$ cat src/rtl/riscv_pkg.sv
// Shared RISC-V front-end definitions: immediate-format codes, opcodes and the
// fetch FSM state encoding.
package riscv_pkg;

  localparam logic [2:0] IMM_I = 3'b000;
  localparam logic [2:0] IMM_S = 3'b001;
  localparam logic [2:0] IMM_J = 3'b010;
  localparam logic [2:0] IMM_B = 3'b011;
  localparam logic [2:0] IMM_U = 3'b100;

  localparam logic [6:0] OP_IMM    = 7'b0010011;
  localparam logic [6:0] OP_LOAD   = 7'b0000011;
  localparam logic [6:0] OP_JALR   = 7'b1100111;
  localparam logic [6:0] OP_STORE  = 7'b0100011;
  localparam logic [6:0] OP_JAL    = 7'b1101111;
  localparam logic [6:0] OP_BRANCH = 7'b1100011;
  localparam logic [6:0] OP_LUI    = 7'b0110111;
  localparam logic [6:0] OP_AUIPC  = 7'b0010111;
  localparam logic [6:0] OP_REG    = 7'b0110011;

  typedef enum logic [1:0] {FETCH, HOLD, DROP} fetch_state_e;

endpackage

$ cat src/rtl/imm_src_decoder.sv
// Combinational opcode predecode: immediate-format select plus unknown-opcode flag.
module imm_src_decoder
  import riscv_pkg::*;
(
  input  logic [6:0] opcode,
  output logic [2:0] imm_src,
  output logic       illegal
);

  always_comb begin
    imm_src = IMM_I;
    illegal = 1'b0;
    case (opcode)
      OP_IMM, OP_LOAD, OP_JALR: imm_src = IMM_I;
      OP_STORE:                 imm_src = IMM_S;
      OP_JAL:                   imm_src = IMM_J;
      OP_BRANCH:                imm_src = IMM_B;
      OP_LUI, OP_AUIPC:         imm_src = IMM_U;
      OP_REG:                   imm_src = IMM_I;
      default:                  illegal = 1'b1;
    endcase
  end

endmodule

$ cat src/rtl/fetch_stage.sv
// Single-outstanding instruction fetch stage with redirect handling.
// Optional opcode predecode is enabled with `define FETCH_PREDECODE_EN.
module fetch_stage
  import riscv_pkg::*;
#(
  parameter logic [31:0] RESET_PC = 32'h0000_0000
) (
  input  logic        clk,
  input  logic        rst,
  output logic        imem_req,
  output logic [31:0] imem_addr,
  input  logic        imem_ack,
  input  logic [31:0] imem_rdata,
  input  logic        redirect,
  input  logic [31:0] redirect_pc,
  input  logic        id_ready,
  output logic        id_valid,
  output logic [31:0] id_instr,
  output logic [31:0] id_pc,
  output logic [31:0] id_pc_plus4,
  output logic [2:0]  imm_src,
  output logic        illegal
);

  fetch_state_e state_q, state_d;
  logic [31:0]  pc_q, pc_d, tgt_q, tgt_d;
  logic [31:0]  instr_q, instr_d, id_pc_q, id_pc_d, pc4_q, pc4_d;
  logic         req_q, req_d, valid_q, valid_d;
  logic         capture;

  always_comb begin
    state_d = state_q;
    pc_d    = pc_q;
    tgt_d   = tgt_q;
    req_d   = req_q;
    valid_d = valid_q;
    instr_d = instr_q;
    id_pc_d = id_pc_q;
    pc4_d   = pc4_q;
    capture = 1'b0;
    case (state_q)
      FETCH: begin
        // req_q low here only in the cycle after reset: nothing is outstanding yet
        if (!req_q) begin
          req_d = 1'b1;
          if (redirect) pc_d = redirect_pc;
        end else if (redirect) begin
          if (imem_ack) begin
            pc_d = redirect_pc;
          end else begin
            tgt_d   = redirect_pc;
            state_d = DROP;
          end
        end else if (imem_ack) begin
          capture = 1'b1;
          instr_d = imem_rdata;
          id_pc_d = pc_q;
          pc4_d   = pc_q + 32'd4;
          pc_d    = pc_q + 32'd4;
          valid_d = 1'b1;
          req_d   = 1'b0;
          state_d = HOLD;
        end
      end
      HOLD: begin
        if (redirect || id_ready) begin
          valid_d = 1'b0;
          req_d   = 1'b1;
          state_d = FETCH;
          if (redirect) pc_d = redirect_pc;
        end
      end
      DROP: begin
        // the old request must complete before the new address goes out
        if (redirect) tgt_d = redirect_pc;
        if (imem_ack) begin
          pc_d    = redirect ? redirect_pc : tgt_q;
          state_d = FETCH;
        end
      end
      default: state_d = FETCH;
    endcase
  end

  always_ff @(posedge clk) begin
    if (rst) begin
      state_q <= FETCH;
      pc_q    <= RESET_PC;
      tgt_q   <= 32'd0;
      req_q   <= 1'b0;
      valid_q <= 1'b0;
      instr_q <= 32'd0;
      id_pc_q <= 32'd0;
      pc4_q   <= 32'd0;
    end else begin
      state_q <= state_d;
      pc_q    <= pc_d;
      tgt_q   <= tgt_d;
      req_q   <= req_d;
      valid_q <= valid_d;
      instr_q <= instr_d;
      id_pc_q <= id_pc_d;
      pc4_q   <= pc4_d;
    end
  end

`ifdef FETCH_PREDECODE_EN
  logic [2:0] dec_imm;
  logic       dec_ill;
  logic [2:0] imm_src_q, imm_src_d;
  logic       illegal_q, illegal_d;

  imm_src_decoder u_dec (
    .opcode  (imem_rdata[6:0]),
    .imm_src (dec_imm),
    .illegal (dec_ill)
  );

  always_comb begin
    imm_src_d = capture ? dec_imm : imm_src_q;
    illegal_d = capture ? dec_ill : illegal_q;
  end

  always_ff @(posedge clk) begin
    if (rst) begin
      imm_src_q <= IMM_I;
      illegal_q <= 1'b0;
    end else begin
      imm_src_q <= imm_src_d;
      illegal_q <= illegal_d;
    end
  end

  assign imm_src = imm_src_q;
  assign illegal = illegal_q;
`else
  assign imm_src = IMM_I;
  assign illegal = 1'b0;
`endif

  assign imem_req    = req_q;
  assign imem_addr   = pc_q;
  assign id_valid    = valid_q;
  assign id_instr    = instr_q;
  assign id_pc       = id_pc_q;
  assign id_pc_plus4 = pc4_q;

endmodule

$ cat config.mk
export PLATFORM = sky130hd
export DESIGN_NAME = fetch_stage
export DESIGN_NICKNAME = d
export VERILOG_FILES = /design/src/rtl/riscv_pkg.sv /design/src/rtl/imm_src_decoder.sv /design/src/rtl/fetch_stage.sv
export SDC_FILE = /design/constraint.sdc
export NUM_CORES = 1
export LEC_CHECK = 0
export CORE_UTILIZATION = 45
export DETAILED_ROUTE_END_ITERATION = 8
export MAX_ROUTING_LAYER = met4
export PLACE_DENSITY_LB_ADDON = 0.05
export SYNTH_ARGS = -nofsm -noshare
export SYNTH_HDL_FRONTEND = slang
export SYNTH_HIERARCHICAL = 1
export SYNTH_SLANG_ARGS = --single-unit
$ cat constraint.sdc
create_clock -name clk -period 2.85 [get_ports clk]
set_input_delay 0.285 -clock clk [delete_from_list [all_inputs] [get_ports clk]]
set_output_delay 0.285 -clock clk [all_outputs]
set_load 0.01 [all_outputs]
======== Word level (Yosys, flattened, before mapping) ========
Index checks and enable logic that the tools add are counted.
word-level totals
  output and inout port bits .............. 134
  flip-flop bits (word level) ............. 164
  bits of input ports ..................... 69
  logic and storage cells ................. 63
operators by class
  equality and inequality tests ........... 12
  reduce and logical (&&, ||, !) cells .... 11
  multiplexer cells ....................... 30
  bitwise logic cells ..................... 1
  add/subtract/negate cells ............... 1
operators with widths
  cell                   count
  $mux 32                11
  $pmux 32 s3            1
  $pmux 32 s2            1
  $add 32x3->32 const B  1
  $ne 2x2->1 const B     7
  $mux 2                 6
  $reduce_and 4->1       3
  $reduce_and 5->1       2
  $ne 3x3->1 const B     3
  $mux 1                 8
  $pmux 2 s3             1
  $pmux 1 s2             2
  $reduce_bool 2->1      2
  $reduce_bool 3->1      1
  $eq 2x1->1 const B     1
  $eq 2x2->1 const B     1
  $logic_not 2->1        1
  $reduce_and 2->1       1
  $logic_or 1x1->1       1
  $not 1->1              1

======== Logic depth before layout (Yosys ltp) ========
Gate-level depths: netlist of the first run.
  depth in word-level cells ............... 5
  depth in mapped cells ................... 10

======== Worst setup path after synthesis of the first run ========
Ideal clock, no wire load.
  path type ............................... reg2reg
  start point ............................. reg state_q[0]
  end point ............................... reg pc_q[21], in the netlist imem_addr[21]
  stages on the path, launching flop included .. 11
  data required time ...................... 2.764 ns
  clock period less this slack ............ 2.318 ns
  data arrival time ....................... 2.233 ns
  path slack .............................. 0.532 ns
  setup time .............................. 0.086 ns
  cells stage by stage .................... dfxtp_1 -> inv_1 -> ha_1 -> clkbuf_1 -> and3b_1 -> or4_1 -> buf_2 -> buf_2 -> a221oi_1 -> a21oi_1 -> a211oi_1
on the way
  longest elaborated chain between the ends .. 3
  elaborated cells on any way between the ends .. 9
RTL lines
  element                                                    RTL line           source
  from (decl)                                                fetch_stage.sv:25  fetch_state_e state_q, state_d;
  from (signal assigned)                                     fetch_stage.sv:96  state_q <= state_d;
  $eq 2x1->1, or another cell as far along                   fetch_stage.sv:41  case (state_q)
  $ne 2x2->1 (no source line), or another cell as far along  --
  $reduce_and 4->1 (no source line)                          --
  to (signal assigned)                                       fetch_stage.sv:97  pc_q <= pc_d;
  to (decl)                                                  fetch_stage.sv:26  logic [31:0] pc_q, pc_d, tgt_q, tgt_d;
Several ways; a longest one is shown, not always the timed one.
A chain may end at the register's enable or synchronous reset.

======== Worst setup path after layout of the first run ========
  start point ............................. reg state_q[0]
  end point ............................... reg pc_q[6], in the netlist imem_addr[6]
Same word-level chain as after synthesis.

==> metrics.md, run 1 <==
| Metric | Value |
|---|---|
| Status | finished, final reports clean |
| Sw frac | 35.1% |
| Post-route ant nets | 0 |
| Num CTS Buffers | 17 |
| Multiplexer share of the synthesized area | 2.82% |
| Required time at the worst-slack endpoint | 3.18 ns |
| # nets final | 1299 |
| Fill cells | 1636 |
| WP buf/inv | 2 |
| Slew @ Worst Pin | 0.743 ns |
| Ports | 203 |
| Pleak | 0.00377 uW |
| CP Data Arrival Time | 2.85 ns |
| Via/cell ratio | 5.71 |
| Worst slew margin | 50.5% |
| FF+latch count, synth | 162 |
| DRC | 0 |
| Die area | 18500 um2 |
| Hold_ws | 0.350 ns |
| Ys Warns | 6 |
| Setup TNS | 0 ns |
| F_max | 0.397 GHz |
| Int Pwr | 4920 uW |
| Minimum clock period | 2.52 ns |
| Detailed-route via count | 8348 |
| Slowest CP cell | or4_1 |
| Clock transition at the registers of the reported paths | 0.06 ns |
| Gate power share | 33.6% |
| Main combinational cell family by area after synthesis | compound AO/OA/AOI/OAI gates |
| Crit Path Class | reg -> reg |
| Final period util | 88.4% |
| Setup Viol. Count Final | 0 |
| Register area share after synthesis | 40.1% |
| CTS H-tree depth | 4 |
| Simple logic cell fraction of the synthesized area | 23.3% |
| Layout cell share with drive strength beyond 1 | 8.74% |
| Critical path peak fanout | 26 |
| DR iter-0 viols | 778 |
| CTS tree | done |
| Placed Area | 10400 um2 |
| Adder-cell share of the synthesized area | 0.773% |
| Sw Pwr | 2660 uW |
| Startpoint types | flop |
| Final Instance Area | 10900 um2 |
| Drt first pass iters | 5 |
| Resized cells post-CTS | 0 |
| All-Layer GR Usage | 29.3% |
| Vias in the first global route | 7339 |
| Max Clock Skew | 0.0103 ns |
| GPL Wtd Cong | 0.910 |
| Top delay family on crit path | simple AND/OR/NAND/NOR gates |
| # hold bufs at CTS | 0 |
| CTS sink count | 162 |
| Reg area | 3240 um2 |
| Worst vdd ir | 511 uV |
| Layout area overhead | 35.2% |
| RSZ-0062 raised after global routing | false |
| Reg2reg start | state_q[0] |
| XOR/XNOR share of the synthesized area | 3.14% |
| Max stage delay on crit path | 0.57 ns |
| Netlist cell types | 66 |
| Multi-input gate area | 4360 um2 |
| Crit path capture type | flop |
| Asr flop ratio synth | 0% |
| Fin. Hold Viols | 0 |
| Critical Path Source | state_q[0] |
| Clk root buf | clkbuf_16 |
| WL/cell | 18.0 um |
| Clk_lat worst skew | 0.43 ns |
| Number of flops mapped to enable cells by yosys | 0 |
| Routed WL | 26300 um |
| Hold path start | redirect |
| Number of cell rows | 48 |
| Compound-Gate Fraction of Synth Area | 23.4% |
| Pwr dens | 692 nW/um2 |
| Final Slew Violations | 0 |
| Clock tree buffer depth | 2 |
| Crit path cell chain | inv_1, ha_1, and3b_1, or4_1, buf_4, nor2_1, a21oi_1, o32ai_1 |
| Port-buffer cells | 198 |
| Die height | 136 um |
| Tightest Hold Check Type | in -> reg |
| Cells after synthesis | 1058 |
| Detailed placer's ending HPWL | 18600 um |
| Maxcap violations | 0 |
| Core Region | 17400 um2 |
| Die Wd | 136 um |
| Initial antenna violation count | 0 |
| Initial cell density of the core | 46.4% |
| GR Overflow Total | 0 |
| Largest net degree at the start of global routing | 66 |
| Most used DFF post-synth | dfxtp_1 |
| Number of diodes | 0 |
| Post-Syn Area | 8090 um2 |
| First-pass GRT wire length | 40800 um |
| Clock group share of total power | 29.4% |
| Average cell area after synthesis | 7.65 um2 |
| Seq pwr share | 37.0% |
| Post-CTS Repair Setup Buffers | 0 |
[worst reg2reg max path, stage by stage (launching register included)]
cell     delay [ns]
dfxtp_1        0.42
inv_1          0.09
ha_1           0.30
and3b_1        0.26
or4_1          0.57
buf_4          0.25
nor2_1         0.20
a21oi_1        0.10
o32ai_1        0.23
[per-layer routing]
metal  global-route usage (%)  part of all wire [%]
met1                     40.5                    46
met2                     42.2                    43
met3                     5.93                   8.7
met4                     9.51                   1.8
met5                        -                     0
[cell type report]
type	count	area share (%)
clock buffer	20	4.17
clock inverter	10	0.949
inverter	15	0.515
multi-input combinational	774	39.8
sequential	162	29.6
tap	225	2.57
timing repair buffer	255	22.3
[cell usage in the layout, fill, tap and decap left out, drive strengths merged, types with 16 or more instances in the layout]
cell type      instances
a211oi                30
a21oi                136
buf                   59
clkbuf                20
clkdlybuf4s50        196
dfxtp                162
inv                   16
mux2i                 16
nand2                233
nand3                 30
nand4                 16
nor2                  54
nor3                  21
o21ai                 31
[synthesized netlist by cell type (all sizes together) (16+ instances only)]
master | n | share of area, %
dfxtp | 162 | 40
mux2i | 16 | 2.0
o21ai | 31 | 1.9
clkbuf | 79 | 3.7
nand2 | 233 | 11
nand3 | 30 | 2.0
buf | 31 | 2.0
a211oi | 30 | 2.8
a21oi | 136 | 8.4
nor3 | 21 | 1.3
nand4 | 16 | 1.4
nor2 | 54 | 2.5
[sequential cells by signal, indices dropped and copies added (netlist names)]
register     cells
id_instr        32
id_pc           32
imem_addr       32
tgt_q           32
id_pc_plus4     30
state_q          2
id_valid         1
imem_req         1
[power groups by stage]
stage | registers (uW) | clock network, uW | logic [uW]
2_1_floorplan | 2830 | 0 | 1370
3_3_place_gp | 2840 | 0 | 2500
3_5_place_dp | 2840 | 0 | 2510
4_1_cts | 2790 | 2250 | 2520
5_1_grt | 2830 | 2330 | 2740
6_report | 2800 | 2230 | 2550
[stage by stage]
| stage | utilization (%) | power (uW) | instances | worst slack (ns) |
|---|---|---|---|---|
| floorplan | - | 4200 | 1061 | 0.532 |
| global placement | 59.6 | 5340 | 1431 | 0.446 |
| detailed placement | 59.6 | 5350 | 1431 | 0.366 |
| CTS | 62.8 | 7570 | 1461 | 0.358 |
| global route | 62.8 | 7900 | 1461 | 0.116 |
| finish | 62.8 | 7570 | 1461 | 0.330 |
[final timing paths]
path,end,slack [ns],cells past startpoint
worst min-delay path,imem_addr[2],0.35,3
worst max-delay path,imem_addr[6],0.33,8
worst max register to register,imem_addr[6],0.33,8
worst min register to register,id_instr[26],0.45,2
[logic make-up after synthesis]
group | Yosys count
and+or+nand+nor | 415
buffers and inverters | 125
other | 1
adders and majority gates | 5
AOI/OAI and AO/OA | 299
muxes | 22
DFF | 162
xor gates and xnor gates | 29
No activity file was read; power rests on OpenSTA's default activity.
==> run 2: changes to the inputs <==
--- a/config.mk
+++ b/config.mk
@@ -6,6 +6,7 @@
 export NUM_CORES = 1
 export LEC_CHECK = 0
 export CORE_UTILIZATION = 45
+export CTS_CLUSTER_SIZE = 8
 export DETAILED_ROUTE_END_ITERATION = 8
 export MAX_ROUTING_LAYER = met4
 export PLACE_DENSITY_LB_ADDON = 0.05
==> results of run 2 <==
No change in the layout: final DEF, timing and power equal those of run 1.
==> run 3: changes to the inputs <==
--- a/config.mk
+++ b/config.mk
@@ -6,6 +6,7 @@
 export NUM_CORES = 1
 export LEC_CHECK = 0
 export CORE_UTILIZATION = 45
+export CTS_BUF_LIST = sky130_fd_sc_hd__clkbuf_8 sky130_fd_sc_hd__clkbuf_16
 export CTS_CLUSTER_SIZE = 8
 export DETAILED_ROUTE_END_ITERATION = 8
 export MAX_ROUTING_LAYER = met4
==> run 3 against run 2 <==
Wire length is essentially flat. Non-clock buffer count is the same. Largest cell class unchanged. Design area is the same. Critical path depth is the same.
==> metrics.md, run 3 (same netlist as run 1, synthesis figures left out) <==
| Metric | Value |
|---|---|
| Die area | 18500 um2 (unchanged) |
| Pwr dens | 692 nW/um2 (about the same) |
| Tightest Hold Check Type | in -> reg |
| Fill cells | 1636 (unchanged) |
| CP Data Arrival Time | 2.86 ns (about the same) |
| Setup Viol. Count Final | 0 (unchanged) |
| Worst slew margin | 50.4% (-0.095 points) |
| Via/cell ratio | 5.69 (-0.35%) |
| F_max | 0.396 GHz (-0.18%) |
| Number of cells after detailed placement | 1431 (unchanged) |
| Multi-input gate area | 4360 um2 (unchanged) |
| Hold path start | redirect |
| Crit path cell chain | inv_1, ha_1, and3b_1, or4_1, buf_4, nor2_1, a21oi_1, o32ai_1 |
| Required time at the worst-slack endpoint | 3.18 ns (about the same) |
| CTS sink count | 162 (unchanged) |
| Clk_lat worst skew | 0.43 ns (about the same) |
| Reg area | 3240 um2 (unchanged) |
| Setup TNS | 0 ns (unchanged) |
| Detailed placer's ending HPWL | 18600 um (unchanged) |
| Hold_ws | 0.351 ns (+0.000923 ns) |
| Initial antenna violation count | 0 (unchanged) |
| Critical path peak fanout | 26 (unchanged) |
| Slowest CP cell | or4_1 |
| Worst vdd ir | 511 uV (+0.11%) |
| Detailed-route via count | 8319 (-0.35%) |
| Max Clock Skew | 0.0114 ns (+0.00110 ns) |
| Final Slew Violations | 0 (unchanged) |
| Reg2reg end | imem_addr[6] |
| Crit Path Class | reg -> reg |
| Post-route ant nets | 0 (unchanged) |
| Final non-filler cell total | 1461 (unchanged) |
| Die Wd | 136 um (unchanged) |
| FF-to-FF setup slack | 0.33 ns (about the same) |
| Slew @ Worst Pin | 0.744 ns (+0.00143 ns) |
| Number of diodes | 0 (unchanged) |
| Number of cell rows | 48 (unchanged) |
| First-pass GRT wire length | 40800 um (unchanged) |
| Routed WL | 26300 um (about the same) |
| Startpoint types | flop |
| WHS Path Cells | 3 (unchanged) |
| Pleak | 0.00377 uW (+0.11%) |
| Pwr Total | 7570 uW (about the same) |
| GR Overflow Total | 0 (unchanged) |
| GPL Wtd Cong | 0.910 (unchanged) |
| Status | finished, final reports clean |
| Most common cell after layout, fill and taps aside | nand2_1 |
| Vias in the first global route | 7339 (unchanged) |
| Reg2reg start | state_q[0] |
| Reg2reg path depth | 8 (unchanged) |
| Resized cells post-CTS | 0 (unchanged) |
| Core Region | 17400 um2 (unchanged) |
| Post-CTS Repair Setup Buffers | 0 (unchanged) |
| Most frequent cells in the layout | 233 x nand2_1, 196 x clkdlybuf4s50_1, 162 x dfxtp_1 |
| WL/cell | 18.0 um (about the same) |
| CTS H-tree depth | 4 (unchanged) |
| Ports | 203 (unchanged) |
| Die height | 136 um (unchanged) |
| All-Layer GR Usage | 29.3% (unchanged) |
| Port-buffer cells | 198 (unchanged) |
| Minimum clock period | 2.52 ns (+0.00460 ns) |
| Max stage delay on crit path | 0.57 ns (about the same) |
| # nets final | 1299 (unchanged) |
| Clk root buf | clkbuf_16 |
| Clock transition at the registers of the reported paths | 0.06 ns (about the same) |
| # hold bufs at CTS | 0 (unchanged) |
| Drt first pass iters | 6 (+1) |
| Final period util | 88.6% (+0.16 points) |
| DR iter-0 viols | 774 (-0.51%) |
| RSZ-0062 raised after global routing | false |
| Clock tree buffer depth | 2 (unchanged) |
| Crit path capture type | flop |
| Initial cell density of the core | 46.4% (unchanged) |
| CTS tree | done |
| DRC | 0 (unchanged) |
| Layout area overhead | 35.2% (unchanged) |
| Num CTS Buffers | 17 (unchanged) |
| Largest net degree at the start of global routing | 66 (unchanged) |
| End of the worst hold path | imem_addr[2] |
| Layout cell share with drive strength beyond 1 | 8.74% (unchanged) |
| Fin. Hold Viols | 0 (unchanged) |
| Maxcap violations | 0 (unchanged) |
## run 3: changes by cell type in the layout (fill, tap and decap cells not counted)
cell | before | now
inv_1 | 13 | 14
clkbuf_1 | 1 | 0
## run 3: worst max path at each step
stage | from | cells past startpoint | slack [ns] | end
floorplan | state_q[0] | 10 | 0.53 | imem_addr[21]
global placement | state_q[0] | 7 | 0.45 | imem_addr[11]
detailed placement | state_q[0] | 8 | 0.37 | imem_addr[21]
CTS | state_q[0] | 8 | 0.36 | imem_addr[6]
global route | state_q[0] | 8 | 0.12 | imem_addr[7]
finish | state_q[0] | 8 | 0.33 | imem_addr[6]
## run 3: per-stage QoR
step / util, % / instance area, um2 / worst slack (ns)
after floorplan: - / 8100 / 0.532
after global routing: 62.8 / 10900 / 0.116
after CTS: 62.8 / 10900 / 0.358
final: 62.8 / 10900 / 0.325
after detailed placement: 59.6 / 10400 / 0.366
after global placement: 59.6 / 10400 / 0.446
## run 3: layer usage
layer / routed length [um] / GRT usage (%) / vias to the layer above
li1: - / - / 4054
met2: 11500 / 42.2 / 364
met5: 0 / - / -
met1: 12300 / 40.5 / 3864
met3: 2140 / 5.93 / 37
met4: 478 / 9.51 / 0
## run 3: critical path, delay by kind of cell, from the launching register on
kind	cells	cell delay (ns)
adder cells (fa/ha/maj)	1	0.30
AND/OR/NAND/NOR	3	1.03
flip-flops	1	0.42
buffers and inverters	2	0.34
AO/OA/AOI/OAI	2	0.33
## run 3: power breakdown
part	internal [uW]	leakage, uW	switching [uW]	total [uW]
Sequential	2520	0.00132	280	2800
Combinational	1150	0.00218	1400	2550
Clock	1250	0.000271	972	2220
Total	4910	0.00377	2650	7570
## run 3: layout make-up
class | instances | share of cell area (%)
timing repair buffer | 255 | 22.3
sequential | 162 | 29.6
multi-input combinational | 774 | 39.8
inverter | 15 | 0.515
tap | 225 | 2.57
clock inverter | 11 | 0.984
clock buffer | 19 | 4.14
